**src/rtl/fifo_frame_drain_ctrl.sv**
```systemverilog
// fifo_frame_drain_ctrl: drains async-FIFO pixels in bursts into sequential frame-buffer addresses
module fifo_frame_drain_ctrl #(
  parameter int DW = 12,
  parameter int FRAME_PIXELS = 307200,
  parameter int BURST = 16,
  parameter int ADDR_W = 19
) (
  input  logic              r_clk,
  input  logic              r_rstn,
  input  logic              i_enable,
  input  logic              i_frame_start,
  input  logic              i_clr_err,
  output logic              fifo_r_en,
  input  logic [DW-1:0]     fifo_o_dat,
  input  logic              fifo_r_empty,
  input  logic              fifo_r_almost_empty,
  input  logic              i_mem_ready,
  output logic              o_mem_we,
  output logic [ADDR_W-1:0] o_mem_addr,
  output logic [DW-1:0]     o_mem_dat,
  output logic              o_frame_done,
  output logic              o_busy,
  output logic              o_overrun
);
  localparam int BW = BURST > 1 ? $clog2(BURST) : 1;
  localparam logic [ADDR_W-1:0] LAST_PIX = ADDR_W'(FRAME_PIXELS - 1);
  localparam logic [BW-1:0] LAST_BEAT = BW'(BURST - 1);
  localparam logic [ADDR_W:0] FP_W = (ADDR_W+1)'(FRAME_PIXELS);
  localparam logic [ADDR_W:0] BURST_W = (ADDR_W+1)'(BURST);
  typedef enum logic [2:0] {S_IDLE, S_ARMED, S_WAIT, S_BURST, S_DONE} state_t;
  state_t state, state_n;
  logic [ADDR_W-1:0] pix, pix_n;
  logic [BW-1:0] beat, beat_n;
  logic [ADDR_W:0] remaining;
  logic ovr_set;
  assign remaining = FP_W - {1'b0, pix};
  assign fifo_r_en = (state == S_BURST) & i_mem_ready & ~fifo_r_empty & i_enable;
  assign o_busy = (state == S_WAIT) || (state == S_BURST);
  assign o_frame_done = state == S_DONE;
  always_comb begin
    state_n = state;
    pix_n = pix;
    beat_n = beat;
    ovr_set = 1'b0;
    if (!i_enable) state_n = S_IDLE;
    else case (state)
      S_IDLE: state_n = S_ARMED;
      S_ARMED: if (i_frame_start) begin
        pix_n = '0;
        beat_n = '0;
        state_n = S_WAIT;
      end
      S_WAIT: if (i_frame_start) begin
        ovr_set = 1'b1;
        pix_n = '0;
        beat_n = '0;
      end else if (remaining > BURST_W ? !fifo_r_almost_empty : !fifo_r_empty) begin
        beat_n = '0;
        state_n = S_BURST;
      end
      S_BURST: if (i_frame_start) begin
        ovr_set = 1'b1;
        pix_n = '0;
        beat_n = '0;
        state_n = S_WAIT;
      end else if (fifo_r_en) begin
        pix_n = pix == LAST_PIX ? pix : pix + 1'b1;
        beat_n = beat + 1'b1;
        state_n = pix == LAST_PIX ? S_DONE : beat == LAST_BEAT ? S_WAIT : S_BURST;
      end
      S_DONE: begin
        state_n = i_frame_start ? S_WAIT : S_ARMED;
        pix_n = i_frame_start ? '0 : pix;
        beat_n = i_frame_start ? '0 : beat;
      end
      default: state_n = S_IDLE;
    endcase
  end
  // write port lags the FIFO read by one cycle; address is the pre-increment pixel index
  always_ff @(posedge r_clk or negedge r_rstn) begin
    if (!r_rstn) begin
      state <= S_IDLE;
      pix <= '0;
      beat <= '0;
      o_mem_we <= 1'b0;
      o_mem_addr <= '0;
      o_mem_dat <= '0;
      o_overrun <= 1'b0;
    end else begin
      state <= state_n;
      pix <= pix_n;
      beat <= beat_n;
      o_mem_we <= fifo_r_en;
      if (fifo_r_en) begin
        o_mem_addr <= pix;
        o_mem_dat <= fifo_o_dat;
      end
      o_overrun <= ovr_set | (o_overrun & ~i_clr_err);
    end
  end
endmodule

```
**config.mk**
```make
export PLATFORM = sky130hd
export DESIGN_NAME = fifo_frame_drain_ctrl
export DESIGN_NICKNAME = d
export VERILOG_FILES = /design/src/rtl/fifo_frame_drain_ctrl.sv
export SDC_FILE = /design/constraint.sdc
export NUM_CORES = 1
export LEC_CHECK = 0
export BUFFER_PORTS_ARGS = -buffer_cell sky130_fd_sc_hd__buf_2
export CAP_MARGIN = 20
export CORE_UTILIZATION = 56
export DETAILED_ROUTE_END_ITERATION = 10
export GPL_TIMING_DRIVEN = 0
export PLACE_DENSITY = 0.83
export SYNTH_ARGS = -nofsm -noshare
export SYNTH_HDL_FRONTEND = slang
export SYNTH_SLANG_ARGS = --single-unit
```
**constraint.sdc**
```tcl
create_clock -name r_clk -period 7 [get_ports r_clk]
set_clock_uncertainty 0.2 [all_clocks]
set_input_delay 1.05 -clock r_clk [delete_from_list [all_inputs] [get_ports r_clk]]
set_output_delay 1.05 -clock r_clk [all_outputs]
set_load 0.02 [all_outputs]
```
==> results.sh, run 1 <==
export IMPL_status="complete, no violations"
export IMPL_die_w_um=80.0
export IMPL_wl_um=8430
export IMPL_grt_pass1_wl_um=13700
export IMPL_final_area_um2=4050
export IMPL_synth_edf_count=0
export IMPL_tritoncts="done"
export IMPL_coreArea_um2=5890
export IMPL_track_usage=0.281
export IMPL_num_antenna_cells=0
export IMPL_max_clock_freq_ghz=0.252
export IMPL_drt_iter0_markers=254
export IMPL_synthesis_nets=387
export IMPL_p_per_area_nw_per_um2=310
export IMPL_endpoint_kind="output pin"
export IMPL_cp_slowest_stage_delay_ns=0.46
export IMPL_vias=3126
export IMPL_ir_drop_mv=0.194
export IMPL_ys_ff_latch=59
export IMPL_synth_cells=364
export IMPL_ys_warnings_count=0
export IMPL_avgSynthCellArea_um2=9.35
export IMPL_overflow=0
export IMPL_p_switching_mw=0.459
export IMPL_cap_violations=0
export IMPL_regArea_um2=1480
export IMPL_hpwl_um=5980
export IMPL_die_height_um=80.0
export IMPL_synth_seq_area_share=0.434
export IMPL_first_pass_iters=5
export IMPL_switching_share=0.366
export IMPL_h_tree_depth=3
export IMPL_startpoint_type="primary input"
export IMPL_dpl_cell_area_um2=3800
export IMPL_rsz0062_at_grt="no"
export IMPL_start_util=0.578
export IMPL_hold_ws_ns=0.302
export IMPL_multi_input_area_um2=1760
export IMPL_post_cts_buffers=0
export IMPL_post_cts_resized=0
export IMPL_worst_ep_arrival_time_ns=2.72
export IMPL_finalCriticalPeriod_ns=3.97
export IMPL_required_ns=5.75
export IMPL_post_route_util=0.688
export IMPL_worstSetupPathType="in2out"
export IMPL_io_pins=56
export IMPL_final_nets=455
export IMPL_p_int_mw=0.795
export IMPL_setup_viol=0
export IMPL_wl_per_cell_um=16.5
export IMPL_grt_antenna_before_repair=0
export IMPL_hold_path_class="reg2reg"
export IMPL_worst_slew_pin_slew_ns=0.641
export IMPL_grt_max_degree=40
export IMPL_drc=0
export IMPL_areaGrowthSynthToFinish_pct=18.9
export IMPL_clk_latency_ns=0.35
export IMPL_synth_top_flop_cell="dfrtp_1"
export IMPL_n_fill_cell=469
export IMPL_cts_buffer_depth=2
export IMPL_syn_area_um2=3400
export IMPL_io_buffers=55
export IMPL_first_global_vias=2855
export IMPL_cts_sinks=59
export IMPL_dieArea_um2=6400
export IMPL_critical_path_cell_chain="buf_2, nand2b_1, nor4_1, buf_2, clkbuf_1, buf_2"
export IMPL_clk_pin_slew_worst_paths_ns=0.07
export IMPL_hold_viol_final=0
export IMPL_slew_violations=0
export IMPL_post_drt_via_cell_ratio=6.11
export IMPL_combPwrFrac=0.358
export IMPL_cp_common_cell="buf_2"
export IMPL_period_share=0.567
export IMPL_crit_path_top_delay_cell="clkbuf_1"
export IMPL_cts_root_buf="clkbuf_8"
export IMPL_numCtsBuffers=9
export IMPL_p_seq_frac=0.327
export IMPL_ant_nets=0
export IMPL_drive_gt1_frac=0.272
export IMPL_relSlewSlack=0.569
export IMPL_crit_path_max_fanout=11
export IMPL_yosysUniqueCellTypes=60
export IMPL_p_clk_frac=0.314
export IMPL_final_setup_tns_ns=0
export IMPL_async_reset_ff_frac=1.00
export IMPL_gp_congestion=0.929
export IMPL_num_rows=28
export IMPL_hold_buffers=0
export IMPL_power_leakage_nw=1.91
power by group through the flow:
stage | clock (mW) | sequential [mW] | combinational (mW)
after floorplan | 0 | 0.456 | 0.271
after global placement | 0 | 0.414 | 0.433
after detailed placement | 0 | 0.417 | 0.440
after CTS | 0.394 | 0.411 | 0.443
after global routing | 0.408 | 0.418 | 0.492
final | 0.394 | 0.411 | 0.450
synthesized netlist by cell type (all sizes together), types with 3 or more instances:
master / number / share of area
nor2: 21 / 0.023
and4: 4 / 0.010
o41ai: 3 / 0.0077
clkbuf: 29 / 0.032
or3: 5 / 0.011
nor2b: 5 / 0.0092
ha: 3 / 0.011
nand2: 24 / 0.026
a21oi: 12 / 0.018
xnor2: 3 / 0.0077
nor4b: 4 / 0.012
nand3: 21 / 0.031
nor4: 8 / 0.017
mux2: 31 / 0.10
and3: 8 / 0.015
o21ai: 37 / 0.054
o31ai: 6 / 0.013
nand4: 6 / 0.011
inv: 13 / 0.014
mux2i: 3 / 0.0088
nor3: 8 / 0.013
nand2b: 4 / 0.0073
a31oi: 8 / 0.015
a21o: 3 / 0.0066
dfrtp: 59 / 0.43
cells in the final DEF, fill, tap and decap left out, types with 8 or more instances in the layout:
cell type and instances:
a21oi_1 12, a31oi_1 8, and3_1 8, buf_2 57, clkbuf_1 28, clkbuf_8 10
dfrtp_1 59, inv_1 13, mux2_2 31, nand2_1 24, nand3_1 21, nor2_1 21
o21ai_0 36
cell families after synthesis:
family          Yosys count  synth area share
xor+xnor                  5            0.0129
simple gates            131             0.216
flops                    59             0.434
fa+ha+maj                 3            0.0110
buf+inv                  43            0.0481
compound gates           89             0.166
mux                      34             0.111
metal layers:
| layer | GRT usage | share of wire | vias up | wire length, um |
|---|---|---|---|---|
| met4 | 0.0982 | 0.017 | 0 | 143 |
| met5 | 0 | 0 | - | 0 |
| met1 | 0.383 | 0.44 | 1499 | 3710 |
| li1 | - | - | 1479 | - |
| met3 | 0.0434 | 0.060 | 18 | 502 |
| met2 | 0.456 | 0.48 | 130 | 4070 |
flip-flops by register name, summed over array words and instances (netlist names):
register,cells
o_mem_we,1
o_overrun,1
pix,19
beat,4
o_mem_addr,19
state,3
o_mem_dat,12
per-stage QoR:
stage                     power, mW  setup WS, ns  instances
after floorplan               0.727          3.54        364
after global placement        0.847          2.70        494
after detailed placement      0.858          3.02        496
after CTS                      1.25          3.01        512
after global routing           1.32          2.84        512
final                          1.25          3.03        512
critical path: cells and delay by family:
| kind | cells | cell delay [ns] |
|---|---|---|
| buffers and inverters | 4 | 1.09 |
| and+or+nand+nor | 2 | 0.57 |
area by class of cell:
class | count | area share
plain buffers | 30 | 0.0284
flip-flops and latches | 59 | 0.365
clock inverters | 6 | 0.0278
multi-input cells | 262 | 0.436
well taps | 75 | 0.0232
clock buffers | 10 | 0.0340
repair buffers | 57 | 0.0742
inverters | 13 | 0.0121
worst paths after layout:
check                      cells after the start      startpoint              to  slack [ns]
max                                            6    fifo_r_empty       fifo_r_en        3.03
min                                            1  o_mem_addr[18]  o_mem_addr[18]        0.30
max reg2reg                                   10          pix[0]        state[2]        3.54
min reg2reg                                    1  o_mem_addr[18]  o_mem_addr[18]        0.30
max in group asynchronous                      2          r_rstn         pix[15]        5.56
min in group asynchronous                      1          r_rstn          pix[0]        0.47
Power figures use the tool's default switching activity.
==> run 2, diff against run 1 <==
Settings changed: CORE_UTILIZATION 56 to 51, PLACE_DENSITY 0.83 to 0.8.
Clock period 7 ns to 3.55 ns, I/O delays scaled along.
==> results.sh, run 2 (synthesized netlist as in run 1, its figures left out) <==
export IMPL_io_pins=56
export IMPL_wl_um=8750
export IMPL_vias=3137
export IMPL_num_antenna_cells=0
export IMPL_first_global_vias=2992
export IMPL_final_common_cell="dfrtp_1"
export IMPL_cts_buffer_depth=2
export IMPL_period_share=0.968
export IMPL_timing_rr_start="pix[1]"
export IMPL_drc=0
export IMPL_worst_slew_pin_slew_ns=0.661
export IMPL_status="complete, no violations"
export IMPL_p_seq_frac=0.337
export IMPL_required_ns=3.61
export IMPL_worst_ep_arrival_time_ns=3.49
export IMPL_grt_pass1_wl_um=14600
export IMPL_critical_path_cell_chain="clkbuf_1, inv_1, ha_1, or3b_2, a2111o_1, a21oi_1, nand4_1, or3_4, a211oi_2, mux2i_1"
export IMPL_cap_violations=0
export IMPL_ir_drop_mv=0.329
export IMPL_ant_nets=0
export IMPL_p_int_mw=1.52
export IMPL_p_per_area_nw_per_um2=596
export IMPL_gp_congestion=0.927
export IMPL_r2r_end="state[1]"
export IMPL_power_leakage_nw=1.91
export IMPL_switching_share=0.368
export IMPL_hold_path_class="in2async"
export IMPL_io_buffers=55
export IMPL_coreArea_um2=6390
export IMPL_p_switching_mw=0.887
export IMPL_worstSetupPathType="reg2reg"
export IMPL_finalCriticalPeriod_ns=3.44
export IMPL_p_total_mw=2.41
export IMPL_setup_viol=0
export IMPL_p_clk_frac=0.286
export IMPL_crit_path_max_fanout=10
export IMPL_max_clock_freq_ghz=0.291
export IMPL_endpoint="state[1]"
export IMPL_tritoncts="done"
export IMPL_start_util=0.533
export IMPL_reg2regPathDepth=10
export IMPL_crit_path_start="pix[1]"
export IMPL_hpwl_um=6260
export IMPL_post_drt_via_cell_ratio=6.12
export IMPL_hold_buffers=0
export IMPL_crit_path_top_delay_cell="or3b_2"
export IMPL_numCtsBuffers=9
export IMPL_drt_iter0_markers=224
export IMPL_wl_per_cell_um=17.0
export IMPL_relSlewSlack=0.559
export IMPL_cts_root_buf="clkbuf_8"
export IMPL_final_nets=455
export IMPL_clk_latency_ns=0.34
export IMPL_slew_violations=0
export IMPL_r2r_slack_ns=0.11
export IMPL_dieArea_um2=7010
export IMPL_overflow=0
export IMPL_grt_max_degree=33
export IMPL_areaGrowthSynthToFinish_pct=18.6
export IMPL_fin_ws_ns=0.114
export IMPL_clk_pin_slew_worst_paths_ns=0.07
export IMPL_post_place_ws_ns=0.185
export IMPL_die_height_um=83.7
export IMPL_cp_slowest_stage_delay_ns=0.46
export IMPL_die_w_um=83.7
export IMPL_top_regs="o_mem_addr x19, pix x19, o_mem_dat x12"
export IMPL_rsz0062_at_grt="no"
export IMPL_h_tree_depth=3
export IMPL_hold_viol_final=0
export IMPL_n_fill_cell=564
export IMPL_num_rows=29
export IMPL_most_common_layout_cells="59 x dfrtp_1, 57 x buf_2, 36 x o21ai_0"
export IMPL_endpoint_kind="flip-flop"
export IMPL_final_setup_tns_ns=0
export IMPL_first_pass_iters=5
export IMPL_track_usage=0.262
export IMPL_grt_antenna_before_repair=0
export IMPL_combPwrFrac=0.377
export IMPL_drive_gt1_frac=0.273
export IMPL_cts_sinks=59
export IMPL_startpoint_type="flip-flop"
-- run 2: cell types whose count changed in the layout (fill, tap and decap cells not counted), sizes merged --
cell / previous run / this run
bufinv: 3 / 2
clkbuf: 39 / 40
clkinv: 3 / 2
-- run 2: area by class of cell --
type | instances | area [um2] | share of cell area
tap | 77 | 96.3 | 0.0239
inverter | 13 | 48.8 | 0.0121
multi-input combinational | 262 | 1770 | 0.439
buffer | 30 | 116 | 0.0288
sequential | 59 | 1480 | 0.366
clock buffer | 11 | 151 | 0.0375
clock inverter | 4 | 73.8 | 0.0183
timing repair buffer | 57 | 300 | 0.0744
-- run 2: worst min-delay path by stage --
| stage | from | endpoint | cells past startpoint |
|---|---|---|---|
| floorplan | r_rstn | beat[0] | 0 |
| global route | r_rstn | pix[9] | 1 |
| CTS | r_rstn | pix[9] | 1 |
| detailed placement | o_mem_addr[3] | o_mem_addr[3] | 1 |
| global placement | o_mem_dat[3] | o_mem_dat[3] | 1 |
| finish | r_rstn | pix[9] | 1 |
-- run 2: stage by stage --
step,cells,hold WS (ns),instance area [um2],util
after floorplan,364,0.0369,3400,-
after global placement,496,0.284,3780,0.591
after detailed placement,498,0.294,3800,0.595
after CTS,513,0.0339,4030,0.630
after global routing,513,0.0754,4040,0.632
final,513,0.0179,4040,0.632
-- run 2: critical path, delay by kind of cell (launching register included) --
kind / cells / cell delay (ns)
and+or+nand+nor: 3 / 1.06
DFF: 1 / 0.38
AOI/OAI and AO/OA: 3 / 0.89
muxes: 1 / 0.23
adders and majority gates: 1 / 0.25
buffers and inverters: 2 / 0.34
-- run 2: power groups by stage --
stage               combinational (mW)  clock, mW  sequential [mW]
floorplan                        0.534          0            0.899
global placement                 0.847          0            0.816
detailed placement               0.873          0            0.826
CTS                              0.882      0.702            0.813
global route                     0.991      0.722            0.826
finish                           0.908      0.690            0.811
-- run 2: routing by layer --
| metal | routed length, um | track usage | vias to the layer above | share of wire |
|---|---|---|---|---|
| li1 | - | - | 1476 | - |
| met1 | 3800 | 0.362 | 1511 | 0.43 |
| met4 | 197 | 0.106 | 0 | 0.023 |
| met2 | 4140 | 0.406 | 128 | 0.47 |
| met3 | 612 | 0.0514 | 22 | 0.070 |
| met5 | 0 | 0 | - | 0 |
-- run 2: repair_timing --
item / CTS / global route
gates resized for setup: 0 / 4
setup endpoints to repair: 0 / 3
setup buffers: 0 / 0
==> run 3, diff against run 2 <==
Settings changed: CELL_PAD_IN_SITES_DETAIL_PLACEMENT from default to 1, CELL_PAD_IN_SITES_GLOBAL_PLACEMENT from default to 1, CORE_UTILIZATION 51 to 39.
==> results.sh, run 3 (synthesized netlist as in run 1, its figures left out) <==
export IMPL_cts_root_buf="clkbuf_8"
export IMPL_io_pins=56
export IMPL_grt_max_degree=32
export IMPL_final_setup_tns_ns=0
export IMPL_rsz0062_at_grt="no"
export IMPL_max_clock_freq_ghz=0.294
export IMPL_status="complete, no violations"
export IMPL_relSlewSlack=0.530
export IMPL_cts_sinks=59
export IMPL_met1_length_um=4230
export IMPL_first_pass_iters=4
export IMPL_timing_rr_start="pix[1]"
export IMPL_fin_cells=541
export IMPL_clk_latency_ns=0.36
export IMPL_crit_path_start="pix[1]"
export IMPL_switching_share=0.388
export IMPL_combPwrFrac=0.386
export IMPL_areaGrowthSynthToFinish_pct=19.6
export IMPL_vias=3196
export IMPL_start_util=0.408
export IMPL_crit_path_max_fanout=10
export IMPL_drc=0
export IMPL_clk_pin_slew_worst_paths_ns=0.07
export IMPL_met3WireLength_um=504
export IMPL_worst_ep_arrival_time_ns=3.48
export IMPL_p_seq_frac=0.334
export IMPL_ant_nets=0
export IMPL_grt_antenna_before_repair=0
export IMPL_drive_gt1_frac=0.282
export IMPL_die_height_um=95.4
export IMPL_ir_drop_mv=0.232
export IMPL_cap_violations=0
export IMPL_track_usage=0.233
export IMPL_period_share=0.958
export IMPL_post_drt_via_cell_ratio=5.91
export IMPL_endpoint_kind="flip-flop"
export IMPL_r2r_end="state[2]"
export IMPL_setup_viol=0
export IMPL_hold_viol_final=0
export IMPL_coreArea_um2=8340
export IMPL_r2r_slack_ns=0.15
export IMPL_gp_congestion=0.867
export IMPL_fin_ws_ns=0.149
export IMPL_reg2regPathDepth=10
export IMPL_overflow=0
export IMPL_place_inst=526
export IMPL_finalCriticalPeriod_ns=3.40
export IMPL_first_global_vias=3201
export IMPL_num_rows=33
export IMPL_post_cts_buffers=0
export IMPL_num_antenna_cells=0
export IMPL_power_leakage_nw=1.90
export IMPL_h_tree_depth=3
export IMPL_slew_violations=0
export IMPL_startpoint_type="flip-flop"
export IMPL_p_switching_mw=0.942
export IMPL_numCtsBuffers=9
export IMPL_worst_slew_pin_slew_ns=0.705
export IMPL_drt_iter0_markers=168
export IMPL_wl_per_cell_um=18.4
export IMPL_n_fill_cell=1010
export IMPL_final_nets=454
export IMPL_most_common_layout_cells="59 x dfrtp_1, 57 x buf_2, 36 x o21ai_0"
export IMPL_grt_pass1_wl_um=15900
export IMPL_required_ns=3.63
export IMPL_dr_wl_met2_um=4930
export IMPL_io_buffers=55
export IMPL_p_int_mw=1.49
export IMPL_hold_path_class="in2async"
export IMPL_endpoint="state[2]"
export IMPL_p_per_area_nw_per_um2=596
export IMPL_top_regs="o_mem_addr x19, pix x19, o_mem_dat x12"
export IMPL_hpwl_um=7180
export IMPL_die_w_um=95.4
export IMPL_post_place_ws_ns=0.0559
export IMPL_tritoncts="done"
export IMPL_cts_buffer_depth=2
export IMPL_dieArea_um2=9110
export IMPL_worstSetupPathType="reg2reg"
export IMPL_p_clk_frac=0.280
export IMPL_wl_um=9980
export IMPL_highest_layer="met4"
export IMPL_final_common_cell="dfrtp_1"
## run 3: cell count changes in the layout (fill, tap and decap cells not counted), sizes merged
cell,change
clkbuf,-3
clkinv,+1
clkinvlp,+1
inv,+1
## run 3: worst min-delay path by stage
stage	from	to	slack, ns	depth (start not counted)
floorplan	r_rstn	beat[0]	0.04	0
global placement	o_mem_dat[0]	o_mem_dat[0]	0.28	1
detailed placement	o_mem_dat[3]	o_mem_dat[3]	0.29	1
CTS	r_rstn	beat[0]	0.05	1
global route	r_rstn	state[2]	0.09	1
finish	r_rstn	beat[3]	0.03	1
## run 3: area by class of cell
| class | count | area [um2] | area share |
|---|---|---|---|
| multi-input combinational | 262 | 1790 | 0.439 |
| timing repair buffer | 57 | 300 | 0.0737 |
| tap | 105 | 131 | 0.0323 |
| sequential | 59 | 1480 | 0.363 |
| clock buffer | 9 | 124 | 0.0304 |
| buffer | 29 | 113 | 0.0276 |
| inverter | 13 | 48.8 | 0.0120 |
| clock inverter | 7 | 91.3 | 0.0224 |
## run 3: through the flow
step           utilization  area, um2  hold slack, ns  power (mW)
2_1_floorplan            -       3400          0.0369        1.43
3_3_place_gp         0.457       3810           0.285        1.69
3_5_place_dp         0.460       3840           0.290        1.73
4_1_cts              0.486       4050          0.0494        2.41
5_1_grt              0.488       4070          0.0906        2.55
6_report             0.488       4070          0.0255        2.43
## run 3: power groups by stage
stage	Combinational (mW)	Sequential (mW)	Clock (mW)
finish	0.937	0.811	0.681
floorplan	0.534	0.899	0
global placement	0.871	0.817	0
detailed placement	0.904	0.823	0
global route	1.01	0.824	0.715
CTS	0.911	0.811	0.691
## run 3: layer usage
metal	vias up	global-route usage
met5	-	0
met4	0	0.124
met3	27	0.0383
met2	102	0.380
met1	1596	0.294
li1	1471	-
## run 3: critical path: stages (launching register included)
cell	delay (ns)
dfrtp_1	0.40
clkbuf_1	0.22
inv_1	0.10
ha_2	0.24
or3b_2	0.46
a2111o_1	0.39
a21oi_1	0.15
nand4_1	0.16
or3_4	0.44
a211oi_2	0.32
and4_1	0.25
## run 3: what timing repair did
item | in CTS | in global routing
endpoints found under the setup margin | 1 | 4
hold buffers | 0 | 0
resized for setup | 1 | 6
pin swaps | 0 | 0
